## src/rtl/cordic_neuron_seq.sv

```systemverilog
// cordic_neuron_seq
//   Evaluates one neuron y = act(bias + sum(x_i * w_i)) by time-multiplexing
//   a reconfigurable CORDIC core. Each input beat is one linear-mode core run
//   (z = Yo + Xo*Zo, with Yo = running sum). The core result is folded back into
//   the accumulator. After the last beat, one activation-mode run produces the
//   output. All data is signed Q6.10.
//
// Ports
//   clk, ext_reset_n        clock (rising edge), async active-low reset
//   in_valid/in_ready       input beat handshake; in_x, in_w, in_bias, in_last
//   out_valid/out_ready     result handshake; out_data
//   ovf                     one-cycle pulse when beat N_MAX arrives without in_last
//   c_Xo, c_Yo, c_Zo, c_sel core operands and mode select
//   c_reset                 core reset (active high), low only while a run is in flight
//   c_z                     core result
//   dbg_state               current FSM state, for observation
//
// Handshake rule: a transfer happens on a rising edge where valid and ready are
// both high. Valid does not depend on ready, and once out_valid is raised it and
// out_data stay stable until accepted.
module cordic_neuron_seq #(
    parameter int             WIDTH      = 15,
    parameter int             N_MAX      = 16,
    parameter int             CORDIC_LAT = 32,
    parameter logic [1:0]     MUL_SEL    = 2'b00,
    parameter logic [1:0]     ACT_SEL    = 2'b01,
    parameter logic [WIDTH:0] ACT_X0     = 16'h0400
) (
    input  logic             clk,
    input  logic             ext_reset_n,
    input  logic             in_valid,
    output logic             in_ready,
    input  logic [WIDTH:0]   in_x,
    input  logic [WIDTH:0]   in_w,
    input  logic [WIDTH:0]   in_bias,
    input  logic             in_last,
    output logic             out_valid,
    input  logic             out_ready,
    output logic [WIDTH:0]   out_data,
    output logic             ovf,
    output logic [WIDTH:0]   c_Xo,
    output logic [WIDTH:0]   c_Yo,
    output logic [WIDTH:0]   c_Zo,
    output logic [1:0]       c_sel,
    output logic             c_reset,
    input  logic [WIDTH:0]   c_z,
    output logic [2:0]       dbg_state
);

    localparam int CNT_W  = (CORDIC_LAT > 1) ? $clog2(CORDIC_LAT) : 1;
    localparam int BEAT_W = $clog2(N_MAX + 1);
    localparam logic [CNT_W-1:0]  RUN_LAST = CNT_W'(CORDIC_LAT - 1);
    localparam logic [BEAT_W-1:0] BEAT_MAX = BEAT_W'(N_MAX);

    typedef enum logic [2:0] {
        S_IDLE      = 3'd0,
        S_MAC_START = 3'd1,
        S_MAC_RUN   = 3'd2,
        S_WAIT_IN   = 3'd3,
        S_ACT_START = 3'd4,
        S_ACT_RUN   = 3'd5,
        S_OUT       = 3'd6
    } state_t;

    state_t state, state_nxt;

    logic [WIDTH:0]    acc;
    logic [CNT_W-1:0]  run_cnt;
    logic [BEAT_W-1:0] beat_cnt;
    logic [BEAT_W-1:0] beat_nxt;
    logic              last_q;
    logic              hs_in;
    logic              run_last;

    assign hs_in     = in_valid && in_ready;
    assign run_last  = (run_cnt == RUN_LAST);
    assign beat_nxt  = (state == S_IDLE) ? BEAT_W'(1) : beat_cnt + BEAT_W'(1);
    assign dbg_state = state;

    // State register
    always_ff @(posedge clk or negedge ext_reset_n) begin
        if (!ext_reset_n) state <= S_IDLE;
        else              state <= state_nxt;
    end

    // Next-state logic
    always_comb begin
        state_nxt = state;
        case (state)
            S_IDLE, S_WAIT_IN: if (hs_in) state_nxt = S_MAC_START;
            S_MAC_START:       state_nxt = S_MAC_RUN;
            S_MAC_RUN:         if (run_last) state_nxt = last_q ? S_ACT_START : S_WAIT_IN;
            S_ACT_START:       state_nxt = S_ACT_RUN;
            S_ACT_RUN:         if (run_last) state_nxt = S_OUT;
            S_OUT:             if (out_ready) state_nxt = S_IDLE;
            default:           state_nxt = S_IDLE;
        endcase
    end

    // State-decoded outputs
    always_comb begin
        in_ready  = 1'b0;
        c_reset   = 1'b1;
        out_valid = 1'b0;
        case (state)
            S_IDLE, S_WAIT_IN:   in_ready  = 1'b1;
            S_MAC_RUN, S_ACT_RUN: c_reset  = 1'b0;
            S_OUT:               out_valid = 1'b1;
            default: ;
        endcase
    end

    // Datapath. The core operand registers double as the latched x/w, so the
    // operands are loaded one edge before each *_START state and stay stable
    // through the following run.
    always_ff @(posedge clk or negedge ext_reset_n) begin
        if (!ext_reset_n) begin
            acc      <= '0;
            run_cnt  <= '0;
            beat_cnt <= '0;
            last_q   <= 1'b0;
            ovf      <= 1'b0;
            out_data <= '0;
            c_Xo     <= '0;
            c_Yo     <= '0;
            c_Zo     <= '0;
            c_sel    <= MUL_SEL;
        end else begin
            ovf <= 1'b0;

            if (state == S_MAC_RUN || state == S_ACT_RUN)
                run_cnt <= run_last ? '0 : run_cnt + CNT_W'(1);
            else
                run_cnt <= '0;

            if (hs_in) begin
                c_Xo     <= in_x;
                c_Zo     <= in_w;
                c_sel    <= MUL_SEL;
                beat_cnt <= beat_nxt;
                // Reaching N_MAX beats ends the neuron whether or not in_last is set.
                last_q   <= in_last || (beat_nxt == BEAT_MAX);
                ovf      <= !in_last && (beat_nxt == BEAT_MAX);
                if (state == S_IDLE) begin
                    acc  <= in_bias;
                    c_Yo <= in_bias;
                end else begin
                    c_Yo <= acc;
                end
            end

            if (state == S_MAC_RUN && run_last) begin
                acc <= c_z;
                if (last_q) begin
                    c_Xo  <= ACT_X0;
                    c_Yo  <= '0;
                    c_Zo  <= c_z;
                    c_sel <= ACT_SEL;
                end
            end

            if (state == S_ACT_RUN && run_last)
                out_data <= c_z;
        end
    end

endmodule

```

## config.mk

```make
export PLATFORM = sky130hd
export DESIGN_NAME = cordic_neuron_seq
export DESIGN_NICKNAME = d
export VERILOG_FILES = /design/src/rtl/cordic_neuron_seq.sv
export SDC_FILE = /design/constraint.sdc
export NUM_CORES = 1
export LEC_CHECK = 0
export ABC_AREA = 0
export ABC_CLOCK_PERIOD_IN_PS = 6400
export CAP_MARGIN = 5
export CORE_MARGIN = 1.5
export CORE_UTILIZATION = 25
export CTS_CLUSTER_SIZE = 10
export DETAILED_ROUTE_END_ITERATION = 8
export GPL_ROUTABILITY_DRIVEN = 0
export PLACE_DENSITY = 0.52
export SETUP_SLACK_MARGIN = 0.5
export SLEW_MARGIN = 10
export SYNTH_ARGS = -nofsm -noshare
export SYNTH_HDL_FRONTEND = slang
export SYNTH_SLANG_ARGS = --single-unit
```

## constraint.sdc

```tcl
create_clock -name clk -period 6.4 [get_ports clk]
set_input_delay 0.96 -clock clk [delete_from_list [all_inputs] [get_ports clk]]
set_output_delay 0.96 -clock clk [all_outputs]
set_load 0.01 [all_outputs]
```

Yosys cells after proc, flatten, opt, wreduce, memory -nomap -nowiden
Cells that the tools add are included.
W data, S select, Z words.
- add/subtract/negate cells: 2
- eq/ne operators: 12
- muxes and demuxes: 28
- reduce and logical (&&, ||, !) cells: 12
- operators by type and width (kind ; count):
    $mux W16 ; 12
    $pmux W3 S6 ; 1
    $mux W3 ; 5
    $mux W5 ; 3
    $add A5 B1 Y5 const B ; 2
    $eq A5 B5 Y1 const B ; 2
    $eq A3 B3 Y1 const B ; 3
    $ne A2 B2 Y1 const B ; 4
    $eq A3 B2 Y1 const B ; 2
    $mux W2 ; 3
    $logic_and A1 B1 Y1 ; 4
    $mux W1 ; 4
    $reduce_and A4 Y1 ; 1
    $reduce_or A2 Y1 ; 2
    $eq A3 B1 Y1 const B ; 1
    $logic_not A3 Y1 ; 1
    $logic_or A1 B1 Y1 ; 2
    $reduce_bool A2 Y1 ; 1
    $logic_not A1 Y1 ; 1
- register bits after elaboration: 97
- input bits: 69
- output and inout port bits: 73

Longest topological paths before layout
Gate-level depths: netlist (run 1).
- depth in word-level cells: 7
- depth in mapped cells: 11
- mapped depth without buffers: 7

Least setup slack after synthesis (run 1)
Ideal clock, no wire load.
- path kind: flip-flop to output port
- from: reg state[2] (netlist: dbg_state[2])
- to: out c_reset
- arrival: 1.320 ns
- slack: 4.120 ns
- cell stages (with the launch flop): 4
- path through: dfrtp_1 -> clkbuf_1 -> nand2b_1 -> a2bb2oi_1
- word-level cells in the longest chain between the ends: 3
- elaborated cells between the ends (all ways): 4
- those cells by class: 2 x eq/ne; 1 x mux; 1 x reduce/logical
- RTL lines (what ; line ; RTL):
    start: declaration ; 65 ; state_t state, state_nxt;
    start signal: assignment ; 83 ; else state <= state_nxt;
    $eq A3 B2 Y1 or $eq A3 B3 Y1 (tied branches) ; 105 ; case (state)
    $reduce_or A2 Y1 * ; 105 ;
    $mux W1 * ; 105 ;
    end: declaration ; 45 ; output logic c_reset,
Every way passes the cells marked *; elsewhere a longest branch is shown, timed or not.

Worst setup path in the final report (run 1)
Ends and elaborated chain as after synthesis.

==> flow_summary.yaml, run 1 <==
power_and_ir_drop:
  vdd_drop_max_mv: 0.140
  leakage_uw: 0.00266
  power.density_cell_area_nw_per_um2: 440
cts:
  post_cts_resized: 0
  total_number_of_clock_tree_sinks: 97
  cts_clk_pin_slew_worst_paths_ps: 60
  cts_tree: "yes"
  cts_post_setup_buffers_inserted: 0
  ctsHoldBuffers: 0
  tritoncts.num_buffers: 9
  h-tree-depth: 3
  ctsLongestPathBuffers: 2
  clk_root_buffer_cell: "sky130_fd_sc_hd__clkbuf_16"
  clock_insertion_delay_worst_skew_ps: 350
yosys:
  synth.cell_area_um2: 4250
  ys.warnings.count: 0
  synth-seq-area-share_pct: 57.1
  area_share_of_the_leading_cell_type_in_the_synthesized_netlist_pct: 57.1
  synth_edf_count: 0
  dominantRegCellSynth: "sky130_fd_sc_hd__dfrtp_1"
  synth_fp_nets: 503
  synth-async-reset-ratio_pct: 100
  ys_top_cells_by_area: "sky130_fd_sc_hd__dfrtp_1, sky130_fd_sc_hd__nand2_1, sky130_fd_sc_hd__nand3_1"
  yosysUniqueCellTypes: 38
  synth-seq-cells: 97
  syn_avg_cell_area_um2: 9.86
  synth_area_leader_cell: "sky130_fd_sc_hd__dfrtp_1"
  postSynthCellCount: 431
grt:
  first_global_vias: 3685
  grt_start_max_net_pins: 69
  grt_overflow: 0
  global_route_wire_length_before_repair_mm: 21.0
  number_of_antenna_violations_at_the_first_check_in_global_routing: 0
  grt_util_all_layers_pct: 15.4
sta:
  fin_setup_tns_ps: 0
  report.final.setup_viol: 0
  min_period_ps: 3410
  achievable-frequency_ghz: 0.294
  finalHoldViolCount: 0
  fin_worst_skew_ps: 6.72
  ratio_of_final_minimum_period_to_clock_period_pct: 53.2
  slew_headroom_pct: 30.9
  finalWorstSetupSlack_ps: 2990
  timing_worst_slew_pin_value_ps: 1030
  rsz0062_at_grt: "no"
  timing_max_transition_violations_final: 0
route:
  vias_per_cell: 4.78
  drt_iter0_drc: 289
  num_vias: 3717
  drt_drc_violations_left: 0
  route.antenna.remaining_nets: 0
  finalWirelength_mm: 13.5
  first_pass_iters: 6
  wl_per_cell_um: 17.3
setup_path:
  critical_path.max_fanout: 17
  worstPathArrival_ps: 2450
  cpPeakStageDelay_ps: 710
  critical-path-top-delay-family: "flip-flops"
  critPathRequiredTime_ps: 5440
  worstSetupEndpointType: "output pin"
  crit_type: "reg -> out"
  cpMaxStageDelayCell: "sky130_fd_sc_hd__dfrtp_1"
  worstPathCellList: "nand2b_1 -> a2bb2oi_1 -> clkdlybuf4s50_1"
  cp.buffers_inverters: 1
  crit_path_start_kind: "flip-flop"
place:
  place_area_um2: 5850
  post-place-ws_ps: 3100
  dp_hpwl_mm: 9.02
  dp_cells: 762
  port_bufs: 141
cells_and_area:
  finish.net_count: 625
  fin_util_pct: 37.1
  final_cell_count_no_fill: 777
  syn_to_final_growth_pct: 45.0
  antenna-diode-count: 0
  post-route-cell-area_um2: 6160
  layout-drive-gt1-share_pct: 7.18
flow_run:
  max_cap_viol_count: 0
die:
  die_y_um: 133
  starting_utilization_of_the_core_area_pct: 25.6
  die_area_um2: 17800
  design.core.area_um2: 16600
  boundaryPins: 142
  die_w_um: 133
  rows: 47
hold_path:
  hold_class: "reg -> reg"
run_status:
  outcome: "complete, no violations"
==> worst register-to-register path, cell delays in order, from the launching register on <==
cell and delay [ps]:
sky130_fd_sc_hd__dfrtp_1 380, sky130_fd_sc_hd__ha_1 200, sky130_fd_sc_hd__and3_1 180, sky130_fd_sc_hd__ha_1 310
sky130_fd_sc_hd__nor4bb_4 950, sky130_fd_sc_hd__and2_2 970, sky130_fd_sc_hd__nand2_1 150, sky130_fd_sc_hd__nand3_1 110
==> layout by cell type (no fill, tap or decap), types with 2 or more instances in the layout <==
cell and n:
sky130_fd_sc_hd__clkdlybuf4s50_1 140, sky130_fd_sc_hd__nand2_1 107, sky130_fd_sc_hd__dfrtp_1 97, sky130_fd_sc_hd__nand3_1 42, sky130_fd_sc_hd__nor2_1 23, sky130_fd_sc_hd__a21oi_1 17, sky130_fd_sc_hd__inv_1 17, sky130_fd_sc_hd__a311oi_1 16
sky130_fd_sc_hd__mux2_2 16, sky130_fd_sc_hd__a222oi_1 16, sky130_fd_sc_hd__clkbuf_16 9, sky130_fd_sc_hd__nor3_1 5, sky130_fd_sc_hd__o21ai_0 5, sky130_fd_sc_hd__buf_4 5, sky130_fd_sc_hd__nor2b_1 4, sky130_fd_sc_hd__ha_1 3
sky130_fd_sc_hd__or3_1 2, sky130_fd_sc_hd__xor2_1 2, sky130_fd_sc_hd__xnor2_1 2, sky130_fd_sc_hd__and3_1 2, sky130_fd_sc_hd__and2_1 2, sky130_fd_sc_hd__mux2i_1 2, sky130_fd_sc_hd__or4_1 2, sky130_fd_sc_hd__clkbuf_1 2
sky130_fd_sc_hd__bufinv_16 2
==> state kept, by name (all words and copies together) (netlist names) <==
register   count
acc           16
beat_cnt       5
c_Xo          16
c_Yo          16
c_Zo          16
c_sel          2
dbg_state      3
last_q         1
out_data      16
ovf            1
run_cnt        5
==> cells in the mapped netlist, drive strengths merged (5+ instances only) <==
cell    number
nor2b        5
buf         10
inv         17
o21ai        5
a311oi      16
a222oi      16
nor2        23
nor3         6
nand3       42
a21oi       17
mux2        16
nand2      107
dfrtp       97
clkbuf      24
==> layout make-up <==
cell class,instances,area [µm²]
Fill cell,1684,10400
Sequential cell,97,2430
Multi-Input combinational cell,283,1640
Timing Repair Buffer,145,1440
Tap cell,220,275
Clock buffer,12,246
Clock inverter,3,65.1
Inverter,17,63.8
==> metal layers <==
layer	up-vias	routed length [µm]	GRT usage [%]
li1	1735	-	-
met1	1819	6010	19.7
met2	150	6260	24.8
met3	13	1000	4.87
met4	0	202	4.95
met5	-	0	0
==> cells by family (layout without fill, tap and decap cells) <==
family	after synthesis	count (layout)	share of synthesized area (%)
simple gates	199	199	21.0
flops	97	97	57.1
compound gates	59	59	10.5
buf+inv	51	177	4.92
mux	18	18	4.71
xor+xnor	4	4	0.825
fa+ha+maj	3	3	0.884
==> power breakdown <==
part           internal (µW)  switching (µW)  total (µW)  leakage [µW]
clock                    351             225         576      0.000153
combinational            565             559        1120       0.00132
sequential               846             167        1010       0.00118
total                   1760             950        2710       0.00266
==> path summary, 6_finish.rpt <==
kind | start | end | slack (ps) | cells after the start
worst max-delay path | dbg_state[2] | c_reset | 2990 | 3
worst min-delay path | acc[10] | acc[10] | 490 | 2
worst max register to register | run_cnt[0] | c_Zo[1] | 3100 | 7
worst min register to register | acc[10] | acc[10] | 490 | 2
max in group asynchronous | ext_reset_n | acc[10] | 4650 | 2
min in group asynchronous | ext_reset_n | c_Xo[0] | 620 | 1
==> stage by stage <==
stage / total power [µW] / hold slack, ps
final: 2710 / 488
after CTS: 2750 / 486
after global routing: 2890 / 507
after floorplan: 1580 / 438
after global placement: 2120 / 449
after detailed placement: 2160 / 461
No activity file was read; power rests on OpenSTA's default activity.
==> inputs of run 2 (changes only) <==
--- a/config.mk
+++ b/config.mk
@@ -6,7 +6,7 @@
 export NUM_CORES = 1
 export LEC_CHECK = 0
 export ABC_AREA = 0
-export ABC_CLOCK_PERIOD_IN_PS = 6400
+export ABC_CLOCK_PERIOD_IN_PS = 3480
 export CAP_MARGIN = 5
 export CORE_MARGIN = 1.5
 export CORE_UTILIZATION = 25
==> constraint.sdc (replaced) <==
create_clock -name clk -period 3.48 [get_ports clk]
set_input_delay 0.522 -clock clk [delete_from_list [all_inputs] [get_ports clk]]
set_output_delay 0.522 -clock clk [all_outputs]
set_load 0.01 [all_outputs]
==> run 2 against run 1 <==
Net effect: worst setup slack worse by 2300 ps; critical path type is now reg -> reg; sequential share of layout area down 0.12 points; via count down 0.62%; core utilization up 0.14 points; die area unchanged; critical path depth up 4; clock power up 67%.
==> flow_summary.yaml, run 2 (same netlist as run 1, synthesis figures left out) <==
sta:
  fin_setup_tns_ps: 0
  finalHoldViolCount: 0
  slew_headroom_pct: 43.6
  achievable-frequency_ghz: 0.365
  min_period_ps: 2740
  timing_max_transition_violations_final: 0
  timing_worst_slew_pin_value_ps: 844
  rsz0062_at_grt: "no"
  report.final.setup_viol: 0
  fin_worst_hold_slack_ps: 195
  fin_worst_skew_ps: 6.66
  ratio_of_final_minimum_period_to_clock_period_pct: 78.7
setup_path:
  worstPathArrival_ps: 2970
  crit_path_start_kind: "flip-flop"
  cp.buffers_inverters: 1
  rr_startpoint: "run_cnt[0]"
  cpPeakStageDelay_ps: 550
  worstPathCellList: "ha_1 -> and3_1 -> ha_1 -> nor4bb_4 -> buf_4 -> nand2_1 -> and3_1"
  worstSetupEndpointType: "flip-flop"
  worst_r2r_endpoint: "c_sel[1]"
  worst_setup_path_end: "c_sel[1]"
  critPathLaunch: "run_cnt[0]"
  worst_r2r_path_depth: 7
  critPathRequiredTime_ps: 3720
  crit_type: "reg -> reg"
  reg2reg_setup_slack_ps: 740
  critical-path-top-delay-family: "simple AND/OR/NAND/NOR gates"
  path_depth: 7
  cpMaxStageDelayCell: "sky130_fd_sc_hd__nand2_1"
  critical_path.max_fanout: 20
route:
  drt_iter0_drc: 275
  num_vias: 3694
  first_pass_iters: 5
  route.antenna.remaining_nets: 0
  vias_per_cell: 4.73
  drt_drc_violations_left: 0
  wl_per_cell_um: 17.0
  finalWirelength_mm: 13.3
power_and_ir_drop:
  vdd_drop_max_mv: 0.313
  leakage_uw: 0.00267
  power.density_cell_area_nw_per_um2: 790
  design_power_total_uw: 4880
flow_run:
  max_cap_viol_count: 0
die:
  die_y_um: 133
  boundaryPins: 142
  die_w_um: 133
  rows: 47
  design.core.area_um2: 16600
  die_area_um2: 17800
  starting_utilization_of_the_core_area_pct: 25.6
cells_and_area:
  layout.cells.most_common_list: "sky130_fd_sc_hd__clkdlybuf4s50_1, sky130_fd_sc_hd__nand2_1, sky130_fd_sc_hd__dfrtp_1"
  fin_util_pct: 37.3
  finish.net_count: 629
  syn_to_final_growth_pct: 45.5
  antenna-diode-count: 0
  layout_commonest_cell: "sky130_fd_sc_hd__clkdlybuf4s50_1"
  layout-drive-gt1-share_pct: 8.38
  post-route-cell-area_um2: 6180
cts:
  tritoncts.num_buffers: 9
  total_number_of_clock_tree_sinks: 97
  clk_root_buffer_cell: "sky130_fd_sc_hd__clkbuf_16"
  cts_clk_pin_slew_worst_paths_ps: 60
  ctsLongestPathBuffers: 2
  clock_insertion_delay_worst_skew_ps: 350
  h-tree-depth: 3
  ctsHoldBuffers: 0
  cts_tree: "yes"
grt:
  grt_start_max_net_pins: 69
  global_route_wire_length_before_repair_mm: 20.8
  grt_overflow: 0
  grt_util_all_layers_pct: 15.3
  first_global_vias: 3695
  number_of_antenna_violations_at_the_first_check_in_global_routing: 0
place:
  dp_hpwl_mm: 8.93
  place_area_um2: 5890
  port_bufs: 141
hold_path:
  hold_class: "in -> async"
run_status:
  outcome: "complete, no violations"
## run 2: worst min-delay path by stage
stage                      from         end  slack (ps)  depth (start not counted)
finish              ext_reset_n     c_Xo[1]         200                          1
detailed placement   run_cnt[0]  run_cnt[0]         470                          1
global placement     run_cnt[0]  run_cnt[0]         450                          1
CTS                 ext_reset_n     c_Xo[1]         220                          1
floorplan           ext_reset_n      acc[0]         230                          0
global route        ext_reset_n     c_Xo[1]         240                          1
## run 2: area by class of cell
type | instances | area [µm²]
multi-input combinational | 283 | 1650
clock buffer | 13 | 270
fill | 1671 | 10400
sequential | 97 | 2430
inverter | 17 | 63.8
tap | 220 | 275
clock inverter | 2 | 12.5
timing repair buffer | 149 | 1480
## run 2: per-stage QoR
step,setup slack (ps),instances
2_1_floorplan,1210,431
3_3_place_gp,764,766
3_5_place_dp,704,766
4_1_cts,590,781
5_1_grt,502,781
6_report,743,781
## run 2: worst register-to-register path, stage by stage, from the launching register on
cell and delay [ps]:
sky130_fd_sc_hd__dfrtp_1 380, sky130_fd_sc_hd__ha_1 190, sky130_fd_sc_hd__and3_1 160, sky130_fd_sc_hd__ha_1 320
sky130_fd_sc_hd__nor4bb_4 330, sky130_fd_sc_hd__buf_4 280, sky130_fd_sc_hd__nand2_1 560, sky130_fd_sc_hd__and3_1 410
## run 2: metal layers
layer / vias to the layer above / routed length (µm) / track usage, %
li1: 1751 / - / -
met1: 1803 / 5710 / 19.4
met2: 127 / 6330 / 24.4
met3: 13 / 1040 / 5.37
met4: 0 / 194 / 4.95
met5: - / 0 / 0
## run 2: what timing repair did
action | 4_1_cts | 5_1_grt
setup endpoints to repair | 1 | 8
setup buffers | 0 | 0
gates resized for setup | 1 | 2
endpoints found under the hold margin | 0 | 0
## run 2: power breakdown
group | internal [µW] | switching (µW) | total (µW)
logic | 1040 | 1010 | 2060
registers | 1560 | 302 | 1860
clock network | 539 | 424 | 963
total | 3140 | 1740 | 4880
==> inputs of run 3 (changes only) <==
--- a/config.mk
+++ b/config.mk
@@ -6,7 +6,7 @@
 export NUM_CORES = 1
 export LEC_CHECK = 0
 export ABC_AREA = 0
-export ABC_CLOCK_PERIOD_IN_PS = 3480
+export ABC_CLOCK_PERIOD_IN_PS = 2690
 export CAP_MARGIN = 5
 export CORE_MARGIN = 1.5
 export CORE_UTILIZATION = 25
==> constraint.sdc (replaced) <==
create_clock -name clk -period 2.69 [get_ports clk]
set_input_delay 0.4035 -clock clk [delete_from_list [all_inputs] [get_ports clk]]
set_output_delay 0.4035 -clock clk [all_outputs]
set_load 0.01 [all_outputs]
==> run 3 against run 2 <==
Net effect: clock power up 35%; count of clock-buffer cells in the layout down 3; core utilization up 0.86 points; non-clock buffer count up 9; critical endpoint is now acc[1]; final area up 2.3%; maximum frequency up 31%.
==> flow_summary.yaml, run 3 (same netlist as run 1, synthesis figures left out) <==
setup_path:
  reg2reg_setup_slack_ps: 590
  worst_r2r_path_depth: 8
  worstPathCellList: "ha_1 -> and3_1 -> ha_1 -> buf_4 -> nor4bb_4 -> buf_6 -> a222oi_1 -> inv_1"
  rr_startpoint: "run_cnt[0]"
  critPathRequiredTime_ps: 2910
  cpMaxStageDelayCell: "sky130_fd_sc_hd__dfrtp_1"
  worstSetupEndpointType: "flip-flop"
  worst_r2r_endpoint: "acc[1]"
  critical_path.max_fanout: 16
  cpPeakStageDelay_ps: 400
  critical-path-top-delay-family: "buffers and inverters"
  worstPathArrival_ps: 2320
  crit_path_start_kind: "flip-flop"
  timing.critical_path.mode_cell: "sky130_fd_sc_hd__ha_1"
  crit_type: "reg -> reg"
  cp.buffers_inverters: 3
sta:
  fin_setup_tns_ps: 0
  fin_worst_skew_ps: 6.48
  fin_worst_hold_slack_ps: 81.5
  rsz0062_at_grt: "no"
  min_period_ps: 2100
  slew_headroom_pct: 45.1
  achievable-frequency_ghz: 0.477
  ratio_of_final_minimum_period_to_clock_period_pct: 77.9
  timing_max_transition_violations_final: 0
  finalHoldViolCount: 0
  report.final.setup_viol: 0
  timing_worst_slew_pin_value_ps: 823
cts:
  clock_insertion_delay_worst_skew_ps: 350
  clk_root_buffer_cell: "sky130_fd_sc_hd__clkbuf_16"
  h-tree-depth: 3
  tritoncts.num_buffers: 9
  cts_clk_pin_slew_worst_paths_ps: 70
  ctsLongestPathBuffers: 2
  cts_tree: "yes"
  total_number_of_clock_tree_sinks: 97
  ctsHoldBuffers: 0
cells_and_area:
  layout.filler_cells: 1658
  post-route-cell-area_um2: 6320
  layout-drive-gt1-share_pct: 11.4
  finish.net_count: 638
  layout.cells.most_common_list: "sky130_fd_sc_hd__clkdlybuf4s50_1, sky130_fd_sc_hd__nand2_1, sky130_fd_sc_hd__dfrtp_1"
  final_cell_count_no_fill: 791
  syn_to_final_growth_pct: 48.9
  layout_commonest_cell: "sky130_fd_sc_hd__clkdlybuf4s50_1"
  antenna-diode-count: 0
place:
  dp_hpwl_mm: 8.97
  port_bufs: 141
  place_area_um2: 5940
  dp_cells: 771
power_and_ir_drop:
  design_power_total_uw: 6490
  leakage_uw: 0.00274
  vdd_drop_max_mv: 0.374
  power.density_cell_area_nw_per_um2: 1030
grt:
  first_global_vias: 3821
  grt_start_max_net_pins: 69
  global_route_wire_length_before_repair_mm: 21.4
  grt_overflow: 0
  number_of_antenna_violations_at_the_first_check_in_global_routing: 0
  grt_util_all_layers_pct: 15.6
route:
  num_vias: 3754
  drt_drc_violations_left: 0
  vias_per_cell: 4.75
  wl_per_cell_um: 16.8
  route.antenna.remaining_nets: 0
  first_pass_iters: 5
  drt_iter0_drc: 252
  finalWirelength_mm: 13.3
die:
  rows: 47
  design.core.area_um2: 16600
  boundaryPins: 142
  die_w_um: 133
  die_y_um: 133
  die_area_um2: 17800
  starting_utilization_of_the_core_area_pct: 25.6
run_status:
  outcome: "complete, no violations"
flow_run:
  max_cap_viol_count: 0
hold_path:
  hold_class: "in -> async"
==> run 3: cell type report <==
type                            instances  area [µm²]  share of cell area (%)
Sequential cell                        97        2430                    38.4
Timing Repair Buffer                  158        1580                    25.0
Tap cell                              220         275                    4.35
Multi-Input combinational cell        283        1680                    26.6
Clock buffer                           10         239                    3.78
Inverter                               17        63.8                    1.01
Clock inverter                          6        57.6                   0.910
==> run 3: where the power goes <==
part           total, µW  internal, µW  switching, µW  leakage [µW]
Clock               1300           740            557      0.000148
Sequential          2390          2020            376       0.00118
Combinational       2800          1440           1360       0.00141
==> run 3: through the flow <==
stage                     setup slack, ps  utilization (%)
final                                 595             38.1
after global routing                  499             38.1
after floorplan                       507                -
after CTS                             508             37.8
after global placement                381             35.8
after detailed placement              350             35.8
==> run 3: worst max path at each step <==
stage,depth (start not counted),startpoint,endpoint
final,8,run_cnt[0],acc[1]
after global routing,8,run_cnt[0],c_Yo[4]
after CTS,8,run_cnt[0],acc[1]
after detailed placement,5,in_valid,acc[1]
after global placement,4,in_valid,beat_cnt[4]
after floorplan,10,run_cnt[0],acc[10]
==> run 3: routing by layer <==
metal	track usage (%)	vias to the layer above	share of wire (%)
met5	0	-	0
met4	4.77	0	1.1
met3	5.02	11	7.3
met2	25.3	124	49
met1	19.9	1848	43
li1	-	1771	-
==> run 3: repair_timing <==
action	in CTS	in global routing
resized for setup	9	7
endpoints found under the hold margin	0	0
pin swaps	0	2
endpoints found under the setup margin	8	63
buffers inserted	0	4
==> run 3: worst reg2reg max path, stage by stage (launching register included) <==
cell and delay, ps:
sky130_fd_sc_hd__dfrtp_1 400, sky130_fd_sc_hd__ha_1 230, sky130_fd_sc_hd__and3_1 190, sky130_fd_sc_hd__ha_1 190, sky130_fd_sc_hd__buf_4 170, sky130_fd_sc_hd__nor4bb_4 160
sky130_fd_sc_hd__buf_6 170, sky130_fd_sc_hd__a222oi_1 360, sky130_fd_sc_hd__inv_1 90
==> RTL edit 1, RTL diff (settings of run 3) <==
Set the parameter `N_MAX` to 32 (it was 16).
--- a/src/rtl/cordic_neuron_seq.sv
+++ b/src/rtl/cordic_neuron_seq.sv
@@ -22,3 +22,3 @@
     parameter int             WIDTH      = 15,
-    parameter int             N_MAX      = 16,
+    parameter int             N_MAX      = 32,
     parameter int             CORDIC_LAT = 32,
Formal check against the unedited RTL: same outputs for any inputs over 10 cycles, from zero or initial values and one cycle with ext_reset_n low; that may be too few to reach the edited logic, so the function may still have changed.
==> RTL edit 1 against run 3 <==
Sequential cell count grew 1. Routed wire length down 3.2%. Count of clock-buffer cells in the layout rose by 1. Area after synthesis increased by 2.5%. Global-route usage down 1.3 points. Setup slack got worse by 0.0032 ns. Die area rose by 2.4%. Core utilization down 0.68 points. Synthesized cell count shrank 0.93%. Total power rose by 1.6%. Design area is 1.7% higher.
==> RTL edit 1: results (changes against run 3) <==
status: finished, final reports clean (unchanged)
filler cell count: 1,755 (was 1,658)
post-detail-place hpwl: 8920 µm (was 8970 µm)
Via density: 4.58 (was 4.75)
vias in the first global route: 3,572 (was 3,821)
post-synthesis compound-gate area fraction: 13.6% (was 10.5%)
first-pass detailed-route iteration total: 4 (was 5)
Final Skew: 0.00569 ns (was 0.00648 ns)
leakage: 2.71 nW (was 2.74 nW)
CP Max Fanout: 4 (was 16)
Worst Path Arrival: 1.70 ns (was 2.32 ns)
syn_nets: 499 (was 503)
Worst-Margin Slew: 0.699 ns (was 0.823 ns)
layout cells sized above 1: 11.3% (was 11.4%)
peak supply drop: 0.000451 V (was 0.000374 V)
GRT Total Usage: 14.4% (was 15.6%)
placed standard-cell area: 5990 µm² (was 5940 µm²)
CTS root buffer: clkbuf_16 (unchanged)
synth unique cells: 42 (was 38)
post-synthesis mux area share: 8.05% (was 4.71%)
commonest cells in the netlist: 98 x dfrtp_1, 74 x nand2_1, 44 x nor2_1 (was 107 x nand2_1, 97 x dfrtp_1, 42 x nand3_1)
number of nets in the layout: 632 (was 638)
first-pass GRT wire length: 19,900 µm (was 21,400 µm)
largest cells by area after synthesis: dfrtp_1 56%, nand2_1 6.4%, mux2_2 4.1% (was dfrtp_1 57%, nand2_1 9.5%, nand3_1 4.9%)
Synth Area in Adders: 0.862% (was 0.884%)
Post-Synth XOR/XNOR Area: 1.01% (was 0.825%)
sequential fraction of the synthesis area: 56.3% (was 57.1%)
## RTL edit 1: cell types whose count changed after synthesis, moves of 16 or more
| cell | run 3 | this run |
|---|---|---|
| a31oi_1 | 1 | 17 |
| nor2_1 | 23 | 44 |
| nand3_1 | 42 | 6 |
| a311oi_1 | 16 | 0 |
| nand2_1 | 107 | 74 |
| a211oi_1 | 0 | 16 |
## RTL edit 1: metrics by stage
| step | setup slack [ns] | total power [mW] | utilization, % | cells |
|---|---|---|---|---|
| floorplan | 0.600 | 3.83 | - | 427 |
| global placement | 0.371 | 5.11 | 34.9 | 767 |
| detailed placement | 0.313 | 5.18 | 34.9 | 767 |
| CTS | 0.558 | 6.63 | 37.1 | 788 |
| global route | 0.510 | 7.06 | 37.5 | 790 |
| finish | 0.591 | 6.59 | 37.5 | 790 |
## RTL edit 1: final timing paths
kind | from | endpoint | slack, ns | cells after the start
max | dbg_state[0] | c_reset | 0.59 | 4
min | ext_reset_n | out_data[2] | 0.11 | 1
max reg2reg | run_cnt[0] | acc[12] | 0.64 | 7
min reg2reg | c_sel[0] | c_sel[0] | 0.48 | 2
max in group asynchronous | ext_reset_n | acc[8] | 1.88 | 2
min in group clk | c_sel[0] | c_sel[0] | 0.48 | 2
## RTL edit 1: kinds of logic (layout without fill, tap and decap cells)
family / Yosys count / in the layout
fa+ha+maj: 3 / 3
buf+inv: 54 / 191
compound gates: 87 / 87
mux: 33 / 33
simple gates: 147 / 148
xor+xnor: 5 / 5
flops: 98 / 98
## RTL edit 1: metal layers
| layer | up-vias | wire, µm |
|---|---|---|
| li1 | 1753 | - |
| met1 | 1756 | 6070 |
| met2 | 101 | 5810 |
| met3 | 10 | 843 |
| met4 | 0 | 156 |
| met5 | - | 0 |
## RTL edit 1: where the power goes
| part | internal (mW) | switching (mW) | leakage [nW] | total (mW) |
|---|---|---|---|---|
| clock network | 0.776 | 0.583 | 0.152 | 1.36 |
| registers | 2.03 | 0.345 | 1.20 | 2.37 |
| logic | 1.49 | 1.37 | 1.36 | 2.86 |
| total | 4.30 | 2.29 | 2.71 | 6.59 |
## RTL edit 1: final cells by class
type                       count  share of cell area (%)
timing repair buffer         154                    24.0
tap                          225                    4.38
multi-input combinational    276                    27.4
clock buffer                  11                    3.93
inverter                      21                    1.23
clock inverter                 5                   0.933
sequential                    98                    38.2
## RTL edit 1: what timing repair did
item	CTS	global route
gates cloned	0	1
setup buffers	5	1
endpoints found under the setup margin	66	32
hold endpoints to repair	0	0
resized for setup	10	8
pin swaps	0	4
## RTL edit 1: worst max-delay path, cell delays in order (launching register included)
cell and delay (ns):
dfrtp_2 0.44, nand2b_1 0.21, o2bb2ai_4 0.18, inv_1 0.05, clkdlybuf4s50_1 0.47
==> RTL edit 2, RTL diff (config.mk and constraints of run 3) <==
Without the edit above. Put one more register stage on the output `dbg_state`. The value now appears one clock later. The other outputs are not delayed to match.
--- a/src/rtl/cordic_neuron_seq.sv
+++ b/src/rtl/cordic_neuron_seq.sv
@@ -77,3 +77,5 @@
     assign beat_nxt  = (state == S_IDLE) ? BEAT_W'(1) : beat_cnt + BEAT_W'(1);
-    assign dbg_state = state;
+    always_ff @(posedge clk) begin
+        dbg_state <= state;
+    end
 
Check against the original RTL: not equivalent (a bounded check fails within 4 cycles, from zero or initial values and one cycle with ext_reset_n low).
==> RTL edit 2 against run 3 <==
The run now ends with design-rule violations left. Cell count up 1.4%. Via count rose by 1.5%. Area after synthesis is 10% higher. Total power grew 12%. Largest cell class unchanged. Sequential cell count rose by 3. Sequential share of layout area is 1.2 points lower. Largest power group unchanged. Setup slack got worse by 0.025 ns. Design area up 5.7%. Routed wire length rose by 5.5%.
==> RTL edit 2: results (changes against run 3) <==
status: finished, violations left (was finished, final reports clean)
failing checks: design-rule violations
largest net degree at the start of global routing: 50 (was 69)
first-pass GRT wire length: 22,200 µm (was 21,400 µm)
Residual DRC: 10 (was 0)
Async S/R FF share, synth: 97.0% (was 100%)
synth unique cells: 47 (was 38)
starting DRC count in detailed routing: 231 (was 252)
Worst R2R Setup Slack: 0.57 ns (was 0.59 ns)
post-synthesis compound-gate area fraction: 15.3% (was 10.5%)
commonest cells in the netlist: 97 x dfrtp_1, 77 x nand2_1, 40 x nor2_1 (was 107 x nand2_1, 97 x dfrtp_1, 42 x nand3_1)
first-pass detailed-route iteration total: 7 (was 5)
vias in the first global route: 4,020 (was 3,821)
GRT met2 Usage: 24.3% (was 25.3%)
r2r endpoint: acc[15] (was acc[1])
hold_ws: 0.0939 ns (was 0.0815 ns)
peak supply drop: 0.000448 V (was 0.000374 V)
placed standard-cell area: 6240 µm² (was 5940 µm²)
post-detail-place hpwl: 9430 µm (was 8970 µm)
Final Skew: 0.0106 ns (was 0.00648 ns)
sequential fraction of the synthesis area: 53.1% (was 57.1%)
leakage: 2.85 nW (was 2.74 nW)
post-synthesis mux area share: 7.51% (was 4.71%)
number of nets in the layout: 640 (was 638)
path depth of the worst reg2reg path: 9 (was 8)
met1 usage: 18.5% (was 19.9%)
syn_nets: 499 (was 503)
largest cells by area after synthesis: dfrtp_1 52%, nand2_1 6.2%, a211oi_2 4.3% (was dfrtp_1 57%, nand2_1 9.5%, nand3_1 4.9%)
-- RTL edit 2: cell count changes after synthesis, moves of 15 or more --
cell | before | now
nor2_1 | 23 | 40
a31oi_1 | 1 | 16
a311oi_1 | 16 | 0
a211oi_2 | 0 | 16
nand2_1 | 107 | 77
clkbuf_1 | 23 | 2
a21oi_2 | 0 | 15
nand3_1 | 42 | 5
-- RTL edit 2: logic make-up (layout without fill, tap and decap cells) --
family	after synthesis	after routing
buffers and inverters	49	194
adder cells (fa/ha/maj)	3	3
flip-flops	100	100
XOR/XNOR	5	5
AND/OR/NAND/NOR	153	154
multiplexers	33	33
AO/OA/AOI/OAI	84	84
-- RTL edit 2: what timing repair did --
action                     in CTS  in global routing
cloned                          1                  0
hold buffers                    0                  0
pin swaps                       2                  3
gates resized for setup        10                  4
setup buffers                   4                  4
setup endpoints to repair      70                 40
-- RTL edit 2: worst max path at each step --
| stage | cells after the start | start | slack [ns] | to |
|---|---|---|---|---|
| 6_report | 9 | run_cnt[0] | 0.57 | acc[15] |
| 5_1_grt | 9 | run_cnt[0] | 0.50 | acc[4] |
| 4_1_cts | 4 | state[2] | 0.50 | c_reset |
| 3_5_place_dp | 5 | in_valid | 0.18 | acc[9] |
| 3_3_place_gp | 8 | run_cnt[0] | 0.30 | c_Zo[0] |
| 2_1_floorplan | 9 | run_cnt[0] | 0.67 | acc[10] |
-- RTL edit 2: through the flow --
step	std cells	utilization [%]
3_5_place_dp	777	34.4
3_3_place_gp	777	34.4
4_1_cts	798	36.6
2_1_floorplan	427	-
5_1_grt	802	36.8
6_report	802	36.8
-- RTL edit 2: layout make-up --
class                   count  area share (%)
multi-input cells         279            29.0
flip-flops and latches    100            37.3
well taps                 229            4.29
clock inverters             5            1.27
clock buffers              11            3.63
repair buffers            161            23.6
inverters                  17           0.955
-- RTL edit 2: where the power goes --
group	internal (mW)	leakage [nW]	switching, mW
clock	0.845	0.156	0.596
sequential	2.09	1.20	0.406
combinational	1.68	1.50	1.62
total	4.61	2.85	2.62
-- RTL edit 2: worst max-delay path, stage by stage (launching register included) --
cell and delay [ns]:
dfrtp_1 0.40, ha_1 0.23, and3_4 0.20, ha_4 0.17, nor4bb_4 0.15, buf_4 0.16
buf_4 0.13, buf_4 0.15, a222oi_1 0.32, inv_1 0.08
-- RTL edit 2: routing by layer --
metal	wire length, µm	up-vias	part of all wire, %
li1	-	1774	-
met1	6120	1912	44
met2	6770	116	48
met3	976	9	7.0
met4	162	0	1.2
met5	0	-	0
